===== src/rtl/clk_rate_pkg.sv =====
// Shared types and constants for the tick-rate controller.
// Holds the FSM state encoding, the level range and the level-to-period mapping.
package clk_rate_pkg;

  localparam int NUM_LEVELS = 8;
  localparam int LEVEL_W    = 3;

  localparam logic [LEVEL_W-1:0] LEVEL_MIN = '0;
  localparam logic [LEVEL_W-1:0] LEVEL_MAX = LEVEL_W'(NUM_LEVELS - 1);

  typedef enum logic [1:0] {
    PAUSE = 2'd0,
    RUN   = 2'd1,
    STEP  = 2'd2
  } state_t;

  // Each level halves the tick period relative to the one below it.
  function automatic logic [31:0] level_period(input logic [31:0] base,
                                               input logic [LEVEL_W-1:0] lvl);
    return base >> lvl;
  endfunction

endpackage


===== src/rtl/clk_rate_ctrl_btn_edge.sv =====
// Rising-edge detector for one raw push button: two sampling flops plus a
// registered one-cycle pulse. Flops preset to 1 so a held button never fires.
module btn_edge (
  input  logic clk,
  input  logic rst,
  input  logic btn,
  output logic pulse
);

  logic sync_q;
  logic prev_q;

  // NOTE: every flop here uses <= so all three sample the old values together;
  // a blocking = would collapse the pipeline and lose the edge.
  always_ff @(posedge clk) begin
    if (rst) begin
      sync_q <= 1'b1;
      prev_q <= 1'b1;
      pulse  <= 1'b0;
    end else begin
      sync_q <= btn;
      prev_q <= sync_q;
      pulse  <= sync_q & ~prev_q;
    end
  end

endmodule


===== src/rtl/clk_rate_ctrl.sv =====
// Adjustable-rate tick generator with run/pause/single-step control from four
// push buttons. Rate changes while counting wait for the next period boundary.
module clk_rate_ctrl
  import clk_rate_pkg::*;
#(
  parameter logic [31:0]        BASE_PERIOD   = 32'd50_000_000,
  parameter logic [LEVEL_W-1:0] DEFAULT_LEVEL = 3'd3
) (
  input  logic               clk,
  input  logic               rst,
  input  logic               btn_up,
  input  logic               btn_down,
  input  logic               btn_mode,
  input  logic               btn_step,
  output logic [LEVEL_W-1:0] level,
  output logic [31:0]        period,
  output logic               running,
  output logic               tick,
  output logic [15:0]        tick_cnt
);

  logic up_p;
  logic down_p;
  logic mode_p;
  logic step_p;

  btn_edge u_edge_up   (.clk(clk), .rst(rst), .btn(btn_up),   .pulse(up_p));
  btn_edge u_edge_down (.clk(clk), .rst(rst), .btn(btn_down), .pulse(down_p));
  btn_edge u_edge_mode (.clk(clk), .rst(rst), .btn(btn_mode), .pulse(mode_p));
  btn_edge u_edge_step (.clk(clk), .rst(rst), .btn(btn_step), .pulse(step_p));

  state_t       state;
  logic [31:0]  count;
  logic [31:0]  pend_period;
  logic         pend_valid;

  logic [LEVEL_W-1:0] lvl_nxt;
  logic               lvl_chg;
  logic [31:0]        lvl_period;
  logic [31:0]        reload_period;
  logic               do_count;
  logic               do_tick;
  logic               to_pause;

  // NOTE: every signal gets a default at the top of always_comb so no path
  // leaves it unassigned, which would otherwise infer a latch.
  always_comb begin
    lvl_nxt       = level;
    do_count      = 1'b0;
    do_tick       = 1'b0;
    to_pause      = 1'b0;

    if (up_p && !down_p && level != LEVEL_MAX) begin
      lvl_nxt = level + 1'b1;
    end else if (down_p && !up_p && level != LEVEL_MIN) begin
      lvl_nxt = level - 1'b1;
    end

    // mode wins over the step tick, so STEP+mode keeps counting into RUN
    unique case (state)
      RUN: begin
        do_count = !mode_p;
        to_pause = mode_p;
      end
      STEP: begin
        do_count = 1'b1;
        to_pause = !mode_p && (count == '0);
      end
      default: ;
    endcase

    do_tick = do_count && (count == '0);
  end

  assign lvl_chg       = (lvl_nxt != level);
  assign lvl_period    = level_period(BASE_PERIOD, lvl_nxt);
  assign reload_period = pend_valid ? pend_period : period;

  always_ff @(posedge clk) begin
    if (rst) begin
      state       <= PAUSE;
      level       <= DEFAULT_LEVEL;
      period      <= level_period(BASE_PERIOD, DEFAULT_LEVEL);
      pend_period <= '0;
      pend_valid  <= 1'b0;
      count       <= '0;
      tick        <= 1'b0;
      tick_cnt    <= '0;
      running     <= 1'b0;
    end else begin
      level <= lvl_nxt;
      tick  <= 1'b0;

      case (state)
        PAUSE: begin
          // idle: the applied period follows the level directly
          period <= lvl_period;
          if (mode_p) begin
            state   <= RUN;
            running <= 1'b1;
            count   <= lvl_period - 32'd1;
          end else if (step_p) begin
            state   <= STEP;
            count   <= lvl_period - 32'd1;
          end
        end

        RUN, STEP: begin
          if (do_tick) begin
            tick     <= 1'b1;
            tick_cnt <= tick_cnt + 16'd1;
            count    <= reload_period - 32'd1;
          end else if (do_count) begin
            count    <= count - 32'd1;
          end

          if (to_pause) begin
            // count stays frozen; any deferred rate change lands now
            state      <= PAUSE;
            running    <= 1'b0;
            period     <= lvl_period;
            pend_valid <= 1'b0;
          end else begin
            if (mode_p) begin
              state   <= RUN;
              running <= 1'b1;
            end
            if (do_tick) begin
              period     <= reload_period;
              pend_valid <= 1'b0;
            end
            if (lvl_chg) begin
              pend_period <= lvl_period;
              pend_valid  <= 1'b1;
            end
          end
        end

        default: begin
          state   <= PAUSE;
          running <= 1'b0;
        end
      endcase
    end
  end

endmodule

===== config.mk =====
export PLATFORM = sky130hd
export DESIGN_NAME = clk_rate_ctrl
export DESIGN_NICKNAME = d
export VERILOG_FILES = /design/src/rtl/clk_rate_pkg.sv /design/src/rtl/clk_rate_ctrl_btn_edge.sv /design/src/rtl/clk_rate_ctrl.sv
export SDC_FILE = /design/constraint.sdc
export NUM_CORES = 1
export LEC_CHECK = 0
export ABC_AREA = 1
export CORE_ASPECT_RATIO = 1.75
export CORE_MARGIN = 4
export CORE_UTILIZATION = 45
export DETAILED_ROUTE_END_ITERATION = 16
export PLACE_DENSITY = 0.68
export SETUP_SLACK_MARGIN = 0.1
export SLEW_MARGIN = 30
export SYNTH_ARGS = -nofsm -noshare
export SYNTH_HDL_FRONTEND = slang
export SYNTH_SLANG_ARGS = --single-unit

===== constraint.sdc =====
create_clock -name clk -period 2.45 [get_ports clk]
set_clock_uncertainty 0.05 [all_clocks]
set_input_delay 0.49 -clock clk [delete_from_list [all_inputs] [get_ports clk]]
set_output_delay 0.49 -clock clk [all_outputs]
set_load 0.02 [all_outputs]

==> metrics <==
outcome finished, violations left; failing checks setup timing; relative slew slack 70.5%; sequential area share after synthesis 33.0%; Post-route DRC 0; Max H-tree Level 4; worst-path fanout max 8; clk root buf clkbuf_16; Worst-Skew Late Latency between 0.4 and 0.5 ns; critical path endpoint count[18]$_SDFFE_PP0P_; Final Power between 10 and 15 mW; Tcrit/Tclk final 113%; GRT Util Overall between 20% and 30%; post-route ant nets 0; GRT met3 Usage 3.87%; syn_area_per_cell 6.37 um^2; # port buffers 58; row count 62; Max Cap Violations 0; Pleak between 5 and 6 nW; final setup margin -0.321 ns; FMAX 0.361 GHz; total grt overflow 0; WP data required 2.71 ns; fin nets 1436; register area 2540 um^2; Routability Congestion 0.992; Place WS -0.486 ns; Inserted Diodes 0; met2 Use GR 49.3%; die width between 100 and 150 um; Die Ht 180 um; synthesis-to-finish area growth 48.1%; final hold viol count 0; Unique masters post-synth 43; R2R setup slack -0.32 ns; TritonCTS clock tree yes; syn_nets 1215; Setup crit start kind flip-flop; via count between 8000 and 9000; area of the multi-input gates 4970 um^2; largest net degree at the start of global routing slightly below 80; area leader, netlist dfxtp_1; Core Region 16500 um^2; Slew Limit Fails 0; Worst VDD drop 0.789 mV; Placed Area 9750 um^2; share of layout cells above drive strength 1 32.0%; CP endpoint kind flip-flop; worst min path class flip-flop to flip-flop; r2r endpoint count[18]$_SDFFE_PP0P_; Yosys top cell area share roughly a third; RSZ-0062 raised after global routing true; CTS Buf Count 17; initial antenna violation count 0; Die ar. 19200 um^2; largest cells by area after synthesis dfxtp_1 (33%), nand2_1 (15%), inv_1 (7.5%), nand3_1 (7.3%), o21ai_0 (6.6%); Clock transition at path regs approximately 0.060 ns; worst-case clock buffer depth 2; mean routed wirelength per cell 15.9 um; post-layout util roughly two thirds; Fill cells 1431; Worst Setup SP level[1]$_SDFF_PP1_; Cell Area, Synth about 7600 um^2; first-pass GRT wire length just over 40000 um; met1 usage 27.5%; Seq cells post-synth 126; Yosys Warn Count 0; Cells after Synth approximately 1200; Routed WL 26300 um; vias in the first global route approximately 8500; Final Setup Violations 28; Worst Reg-to-Reg Cells 18; gr busiest metal met2; Vias/cell 5.27; Setup CP Type flip-flop to flip-flop; Worst R2R Start level[1]$_SDFF_PP1_; Initial Util between 40% and 50%; HPWL Detailed roughly 19000 um; clock sink total 126; Detailed Route Iter0 Violations 544; DR pass1 iterations 6; I/O pins 59; Worst Max-Slew Pin Slew about 0.44 ns; fin area roughly 11000 um^2; post-layout min period between 2 and 3 ns; Power Density 1260 nW/um^2; WP data arrival slightly above 3 ns
-- report_power, final --
group | leakage [nW] | switching (mW) | internal (mW)
sequential | 1.03 | 0.247 | 2.44
clock | 0.331 | 0.996 | 1.97
combinational | 3.80 | 5.12 | 3.49
-- cells in the mapped netlist (all sizes together) --
cell    count
o21ai     105
nand3b      5
nand4       7
a21oi      76
buf        17
o211ai      9
o21bai      1
nor3       20
nor3b       2
xor2        6
inv       163
nand2     342
o32ai       2
o22ai       3
dfxtp     126
o311ai      1
and2        1
xnor2       4
clkinv      2
o21a        1
a211oi      6
clkbuf     37
nor4        1
a31oi       7
or2         5
nand3     119
ha         10
a22oi       1
nor2      120
-- final cells by class --
type	count	share of cell area [%]
clock inverter	12	2.05
clock buffer	20	4.04
inverter	165	5.62
tap	224	2.48
multi-input combinational	855	44.0
sequential	126	22.4
timing repair buffer	255	19.4
-- layer usage --
metal,vias to the layer above,share of wire [%],wire length [um]
met2,318,54,14200
li1,4283,-,-
met5,-,0,0
met4,0,4.9,1300
met1,4051,36,9480
met3,87,5.1,1350
-- timing repair --
action,4_1_cts,5_1_grt
hold buffers,0,0
buffers inserted,6,15
gates resized for setup,82,112
pin swaps,18,47
hold endpoints to repair,0,0
setup endpoints to repair,101,75
gates cloned,0,1
-- metrics by stage --
step / cells / TNS (ns) / hold WS, ns
finish: 1657 / -6.00 / 0.336
global route: 1657 / -10.43 / 0.354
CTS: 1641 / -4.62 / 0.335
detailed placement: 1603 / -15.20 / 0.327
global placement: 1603 / -14.96 / 0.327
floorplan: 1199 / -0.382 / 0.323
-- layout by cell type, fill, tap and decap left out, types with 57 or more instances in the layout --
| master | Yosys | final |
|---|---|---|
| dfxtp_1 | 126 | 118 |
| nand2_2 | 38 | 57 |
| clkdlybuf4s50_1 | 0 | 57 |
| buf_4 | 1 | 178 |
| o21ai_0 | 100 | 89 |
| nand2_1 | 295 | 254 |
| nor2_1 | 96 | 64 |
| a21oi_1 | 72 | 70 |
| nand3_1 | 112 | 101 |
| inv_1 | 153 | 138 |
-- cell families after synthesis --
family          count (synthesis)  share of synthesized area [%]
compound gates                212                           15.0
xor+xnor                       10                           1.15
buf+inv                       219                           11.3
flops                         126                           33.0
simple gates                  622                           37.9
fa+ha+maj                      10                           1.64
-- registers in the layout (all words and copies together), names as in the netlist, 2 cells and up --
| name | flops |
|---|---|
| tick_cnt | 16 |
| state | 2 |
| count | 32 |
| level | 3 |
| period | 32 |
| pend_period | 26 |
-- critical path: stages, from the launching register on --
cell     delay [ns]
dfxtp_4        0.36
ha_4           0.16
ha_4           0.15
nor2_4         0.14
nand2_4        0.11
nand3_4        0.13
nand2_8        0.10
nand2_8        0.10
nor2_4         0.05
a21oi_4        0.16
ha_4           0.17
inv_4          0.04
nor2_4         0.13
nand2_2        0.08
nor2_4         0.21
nand2_4        0.10
nor2_4         0.15
xor2_1         0.17
a21oi_1        0.08
-- worst min-delay path by stage --
stage / from / endpoint / cells after the start
6_report: u_edge_mode.prev_q$_SDFF_PP1_ / u_edge_mode.pulse$_SDFF_PP0_ / 1
5_1_grt: u_edge_up.prev_q$_SDFF_PP1_ / u_edge_up.pulse$_SDFF_PP0_ / 1
4_1_cts: u_edge_mode.prev_q$_SDFF_PP1_ / u_edge_mode.pulse$_SDFF_PP0_ / 1
3_5_place_dp: u_edge_mode.prev_q$_SDFF_PP1_ / u_edge_mode.pulse$_SDFF_PP0_ / 1
3_3_place_gp: u_edge_mode.prev_q$_SDFF_PP1_ / u_edge_mode.pulse$_SDFF_PP0_ / 1
2_1_floorplan: u_edge_down.prev_q$_SDFF_PP1_ / u_edge_down.pulse$_SDFF_PP0_ / 1
No activity file was read; power rests on OpenSTA's default activity.
